## config.mk

```make
export PLATFORM = sky130hd
export DESIGN_NAME = mmio_mailbox
export DESIGN_NICKNAME = d
export VERILOG_FILES = /design/src/rtl/mmio_mailbox_pkg.sv /design/src/rtl/mmio_mailbox_sync_fifo.sv /design/src/rtl/mmio_mailbox.sv
export SDC_FILE = /design/constraint.sdc
export NUM_CORES = 1
export LEC_CHECK = 0
export ABC_AREA = 1
export BUFFER_PORTS_ARGS = -buffer_cell sky130_fd_sc_hd__buf_2
export CORE_MARGIN = 1.5
export CORE_UTILIZATION = 55
export DETAILED_ROUTE_END_ITERATION = 8
export GPL_ROUTABILITY_DRIVEN = 0
export HOLD_SLACK_MARGIN = 0.02
export PLACE_DENSITY = 0.87
export SYNTH_ARGS = -nofsm -noshare
export SYNTH_HDL_FRONTEND = slang
export SYNTH_SLANG_ARGS = --single-unit
```

## constraint.sdc

```tcl
create_clock -name i_CLK -period 7.33 [get_ports i_CLK]
set_clock_uncertainty 0.15 [all_clocks]
set_input_delay 0.3665 -clock i_CLK [delete_from_list [all_inputs] [get_ports i_CLK]]
set_output_delay 0.3665 -clock i_CLK [all_outputs]
set_load 0.03 [all_outputs]
```

## src/rtl/mmio_mailbox_pkg.sv

```systemverilog
// Shared register map for the MMIO mailbox: word offsets, STATUS and CTRL bit positions.
package mmio_mailbox_pkg;

    localparam logic [31:0] DATA_OFS   = 32'h0;
    localparam logic [31:0] STATUS_OFS = 32'h4;
    localparam logic [31:0] CTRL_OFS   = 32'h8;

    localparam int STATUS_CNT_LSB = 0;
    localparam int STATUS_CNT_W   = 6;
    localparam int STATUS_EMPTY   = 6;
    localparam int STATUS_FULL    = 7;
    localparam int STATUS_OVF     = 8;

    localparam int CTRL_FLUSH     = 0;
    localparam int CTRL_CLR_OVF   = 1;
    localparam int CTRL_THR_LSB   = 8;
    localparam int CTRL_THR_W     = 8;

    typedef enum logic [1:0] {
        SEL_NONE,
        SEL_DATA,
        SEL_STATUS,
        SEL_CTRL
    } reg_sel_e;

endpackage

```

## src/rtl/mmio_mailbox_sync_fifo.sv

```systemverilog
// Power-of-two synchronous FIFO with flush; storage is deliberately left unreset.
module sync_fifo #(
    parameter int Width = 32,
    parameter int Depth = 8,
    localparam int PtrW = $clog2(Depth),
    localparam int CntW = PtrW + 1
) (
    input  logic             clk,
    input  logic             rst,
    input  logic             push,
    input  logic             pop,
    input  logic             flush,
    input  logic [Width-1:0] wdata,
    output logic [Width-1:0] rdata,
    output logic             full,
    output logic             empty,
    output logic [CntW-1:0]  count
);

    logic [Width-1:0] mem [Depth];
    logic [PtrW-1:0]  wptr;
    logic [PtrW-1:0]  rptr;
    logic             do_push;
    logic             do_pop;

    assign full    = (count == CntW'(Depth));
    assign empty   = (count == '0);
    assign rdata   = mem[rptr];
    // A full FIFO still accepts a push when the head leaves in the same cycle.
    assign do_push = push && (!full || pop);
    assign do_pop  = pop && !empty;

    always_ff @(posedge clk) begin
        if (rst || flush) begin
            wptr  <= '0;
            rptr  <= '0;
            count <= '0;
        end else begin
            if (do_push) wptr <= wptr + PtrW'(1);
            if (do_pop)  rptr <= rptr + PtrW'(1);
            if (do_push && !do_pop)
                count <= count + CntW'(1);
            else if (!do_push && do_pop)
                count <= count - CntW'(1);
        end
    end

    always_ff @(posedge clk) begin
        if (do_push && !flush && !rst)
            mem[wptr] <= wdata;
    end

endmodule

```

## src/rtl/mmio_mailbox.sv

```systemverilog
// CPU-to-consumer MMIO mailbox: DATA/STATUS/CTRL window in front of a sync FIFO.
// Define MMIO_MAILBOX_IRQ_EN to add the o_IRQ output and the CTRL[15:8] threshold register.
module mmio_mailbox
    import mmio_mailbox_pkg::*;
#(
    parameter int          BusWidth = 32,
    parameter int          Depth    = 8,
    parameter logic [31:0] BaseAddr = 32'h0000_0080
) (
    input  logic                i_CLK,
    input  logic                i_RESET,
    input  logic [BusWidth-1:0] i_Address,
    input  logic [BusWidth-1:0] i_Write_Data,
    input  logic                i_Mem_Write,
    output logic [BusWidth-1:0] o_Read_Data,
    output logic [BusWidth-1:0] o_Out_Data,
    output logic                o_Out_Valid,
    input  logic                i_Out_Ready
`ifdef MMIO_MAILBOX_IRQ_EN
    ,
    output logic                o_IRQ
`endif
);

    localparam int CntW = $clog2(Depth) + 1;
    localparam logic [BusWidth-1:0] DataAddr   = BusWidth'(BaseAddr + DATA_OFS);
    localparam logic [BusWidth-1:0] StatusAddr = BusWidth'(BaseAddr + STATUS_OFS);
    localparam logic [BusWidth-1:0] CtrlAddr   = BusWidth'(BaseAddr + CTRL_OFS);

    reg_sel_e             sel;
    logic                 data_wr;
    logic                 ctrl_wr;
    logic                 pop_fire;
    logic                 flush;
    logic                 full;
    logic                 empty;
    logic [CntW-1:0]      count;
    logic [BusWidth-1:0]  head;
    logic                 overflow;

    always_comb begin
        sel = SEL_NONE;
        if (i_Address == DataAddr)        sel = SEL_DATA;
        else if (i_Address == StatusAddr) sel = SEL_STATUS;
        else if (i_Address == CtrlAddr)   sel = SEL_CTRL;
    end

    assign data_wr     = i_Mem_Write && (sel == SEL_DATA);
    assign ctrl_wr     = i_Mem_Write && (sel == SEL_CTRL);
    assign pop_fire    = o_Out_Valid && i_Out_Ready;
    assign flush       = ctrl_wr && i_Write_Data[CTRL_FLUSH];
    assign o_Out_Valid = !empty;
    assign o_Out_Data  = head;

    sync_fifo #(
        .Width (BusWidth),
        .Depth (Depth)
    ) u_fifo (
        .clk   (i_CLK),
        .rst   (i_RESET),
        .push  (data_wr),
        .pop   (pop_fire),
        .flush (flush),
        .wdata (i_Write_Data),
        .rdata (head),
        .full  (full),
        .empty (empty),
        .count (count)
    );

    // Clearing takes precedence over a drop in the same cycle.
    always_ff @(posedge i_CLK) begin
        if (i_RESET)
            overflow <= 1'b0;
        else if (ctrl_wr && i_Write_Data[CTRL_CLR_OVF])
            overflow <= 1'b0;
        else if (data_wr && full && !pop_fire)
            overflow <= 1'b1;
    end

`ifdef MMIO_MAILBOX_IRQ_EN
    logic [CTRL_THR_W-1:0] irq_thr;
    logic [CTRL_THR_W-1:0] thr_nxt;
    logic [CntW-1:0]       cnt_nxt;
    logic                  push_acc;

    // Mirror the FIFO's next count so o_IRQ lines up with the count update.
    always_comb begin
        push_acc = data_wr && (!full || pop_fire);
        thr_nxt  = ctrl_wr ? i_Write_Data[CTRL_THR_LSB +: CTRL_THR_W] : irq_thr;
        cnt_nxt  = count;
        if (flush)
            cnt_nxt = '0;
        else if (push_acc && !pop_fire)
            cnt_nxt = count + CntW'(1);
        else if (!push_acc && pop_fire)
            cnt_nxt = count - CntW'(1);
    end

    always_ff @(posedge i_CLK) begin
        if (i_RESET) begin
            irq_thr <= CTRL_THR_W'(1);
            o_IRQ   <= 1'b0;
        end else begin
            irq_thr <= thr_nxt;
            o_IRQ   <= (32'(cnt_nxt) >= 32'(thr_nxt));
        end
    end
`endif

    always_comb begin
        o_Read_Data = '0;
        case (sel)
            SEL_DATA:   if (!empty) o_Read_Data = head;
            SEL_STATUS: begin
                o_Read_Data[STATUS_CNT_LSB +: STATUS_CNT_W] = STATUS_CNT_W'(count);
                o_Read_Data[STATUS_EMPTY] = empty;
                o_Read_Data[STATUS_FULL]  = full;
                o_Read_Data[STATUS_OVF]   = overflow;
            end
`ifdef MMIO_MAILBOX_IRQ_EN
            SEL_CTRL:   o_Read_Data[CTRL_THR_LSB +: CTRL_THR_W] = irq_thr;
`endif
            default:    o_Read_Data = '0;
        endcase
    end

endmodule

```

==> results_dict.tcl <==
set metrics [dict create \
    postSynthCellCount 916 \
    yosysWarnings 0 \
    drc 0 \
    p_leak_nw 4.84 \
    maxCapViolations 0 \
    post-route-util 0.669 \
    clock_path_buffers 3 \
    core_area_um2 19700 \
    layout.nets 1142 \
    hold_viol 0 \
    rsz0062_at_grt "no" \
    totalWireLength_um 25900 \
    die-height_um 146 \
    multi_input_area_um2 2890 \
    clkSinkCount 270 \
    ys_async_sr_fraction 0 \
    grt_use_total 0.242 \
    portBuffers 132 \
    max-vdd-ir-drop_mv 0.180 \
    end_kind "primary output" \
    pin_count 133 \
    hp-class "primary input to register" \
    postRouteAntennaNets 0 \
    final_common_cell "edfxtp_1" \
    synth.avg_cell_area_um2 12.2 \
    vias_per_cell 5.79 \
    slew_headroom 0.213 \
    synth_edf_count 256 \
    drive_above_1_share 0.215 \
    firstDrtPassIters 6 \
    die_w_um 146 \
    hpwl_um 14200 \
    worst-endpoint-required_ps 6810 \
    postCtsSetupBuffers 0 \
    initial_utilization 0.568 \
    grt.overflow.total 0 \
    drt_iter0_markers 974 \
    crit_slowest_cell "dfxtp_4" \
    critPathKind "register to primary output" \
    critPathMaxStageDelay_ps 700 \
    fin_tns_setup_ps 0 \
    grt_max_degree 75 \
    fmax_mhz 250 \
    vias 7834 \
    synth.net_count 990 \
    cp.arrival_ps 3490 \
    yosysSeqAreaShare 0.712 \
    worstMarginPinSlew_ps 1180 \
    clk_pin_slew_ps 60 \
    num_rows 51 \
    cts_tree "done" \
    mappedNetlistArea_um2 11200 \
    power.density_nw_per_um2 269 \
    grt_pass1_wl_um 40200 \
    clock_latency_ps 520 \
    path_common_cell "nand2_1" \
    status "complete, no violations" \
    min_period_ps 4000 \
    yosysUniqueCellTypes 37 \
    crit_path_max_fanout 74 \
    route.detailed.wl_per_inst_um 19.2 \
    cp-start-kind "register" \
    htree_levels 1 \
    crit_chain "clkinv_2, buf_4, o21ai_1, o22ai_1, nand2_1, nand2_1, nand2_1, nand2_1, buf_2" \
    setup_violations 0 \
    area_growth_pct 17.8 \
    die_area_um2 21200 \
    finalCritPeriodShare 0.546 \
    clock-root-buffer "clkbuf_16" \
    fill_cells 1306 \
    ys_ff_latch 270 \
    grt_pass1_vias 7639 \
    finalMaxSlewViolations 0 \
    antenna_found_initial 1 \
    most-common-layout-cells "256 x edfxtp_1, 154 x nor2_1, 132 x buf_2" \
    cts_buffers 25 \
    regArea_um2 7970 \
    synth_ff_type "edfxtp_1" \
]
## cell usage after synthesis, drive strengths merged, types with 5 or more instances
cell type,instances,area share
a21oi,33,0.020
buf,31,0.019
clkbuf,21,0.0070
dfxtp,14,0.025
edfxtp,256,0.69
ha,5,0.0056
inv,21,0.0070
nand2,135,0.048
nand3,8,0.0040
nand4,12,0.0073
nor2,163,0.058
nor3,10,0.0049
o21ai,133,0.060
o22ai,61,0.034
## cell type report
| class | count | area share |
|---|---|---|
| clock inverter | 12 | 0.0123 |
| inverter | 21 | 0.00607 |
| tap | 265 | 0.0251 |
| sequential | 270 | 0.605 |
| timing repair buffer | 177 | 0.0820 |
| clock buffer | 33 | 0.0505 |
| multi-input combinational | 573 | 0.219 |
| antenna | 1 | 0.000190 |
## through the flow
| step | hold WS [ps] | setup slack, ps | std cells | power (mW) | area (µm²) |
|---|---|---|---|---|---|
| floorplan | 276 | 3390 | 916 | 2.12 | 11200 |
| detailed placement | 324 | 3930 | 1273 | 2.24 | 12000 |
| finish | 38.4 | 3330 | 1352 | 3.54 | 13200 |
| global placement | 309 | 4030 | 1273 | 2.22 | 12000 |
| global route | 38.8 | 3060 | 1352 | 3.66 | 13200 |
| CTS | 22.8 | 3360 | 1351 | 3.55 | 13200 |
## path summary, 6_finish.rpt
| kind | from | to | slack, ps | cells after the start |
|---|---|---|---|---|
| hold reg to reg | overflow | overflow | 340 | 2 |
| setup / recovery | register | o_Read_Data[1] | 3330 | 9 |
| hold / removal | i_Out_Ready | register | 40 | 3 |
| setup reg to reg | u_fifo.count[1] | u_fifo.mem[4][19] | 4170 | 7 |
## metal layers
layer  up-vias  global-route usage  wire (µm)
met5         -                   0          0
met4         0              0.0949        583
met3        48              0.0361       2380
met2       458               0.402      12800
met1      3708               0.323      10200
li1       3620                   -          -
## logic make-up after synthesis
| logic type | Yosys count | synth area share |
|---|---|---|
| simple gates | 332 | 0.126 |
| flops | 270 | 0.712 |
| compound gates | 230 | 0.117 |
| buf+inv | 73 | 0.0334 |
| fa+ha+maj | 6 | 0.00738 |
| xor+xnor | 5 | 0.00391 |
## where the power goes
part           switching, mW  internal (mW)  total (mW)
combinational          0.350          0.150       0.500
clock                  0.536          0.780        1.32
sequential            0.0314           1.69        1.73
total                  0.918           2.62        3.54
## critical path, delay by kind of cell (launching register included)
| family | cells | cell delay (ps) |
|---|---|---|
| AND/OR/NAND/NOR | 4 | 380 |
| flip-flops | 1 | 700 |
| AO/OA/AOI/OAI | 2 | 340 |
| buffers and inverters | 3 | 1450 |
## flip-flops by register name (all words and copies together), names as in the netlist, named ones only
signal	flops
u_fifo.wptr	3
u_fifo.rptr	3
overflow	1
u_fifo.count	4
u_fifo.mem	256
## timing repair
action	CTS	global route
gates resized for setup	0	0
endpoints found under the setup margin	0	0
endpoints found under the hold margin	250	0
hold buffers	33	0
Power figures use the tool's default switching activity.
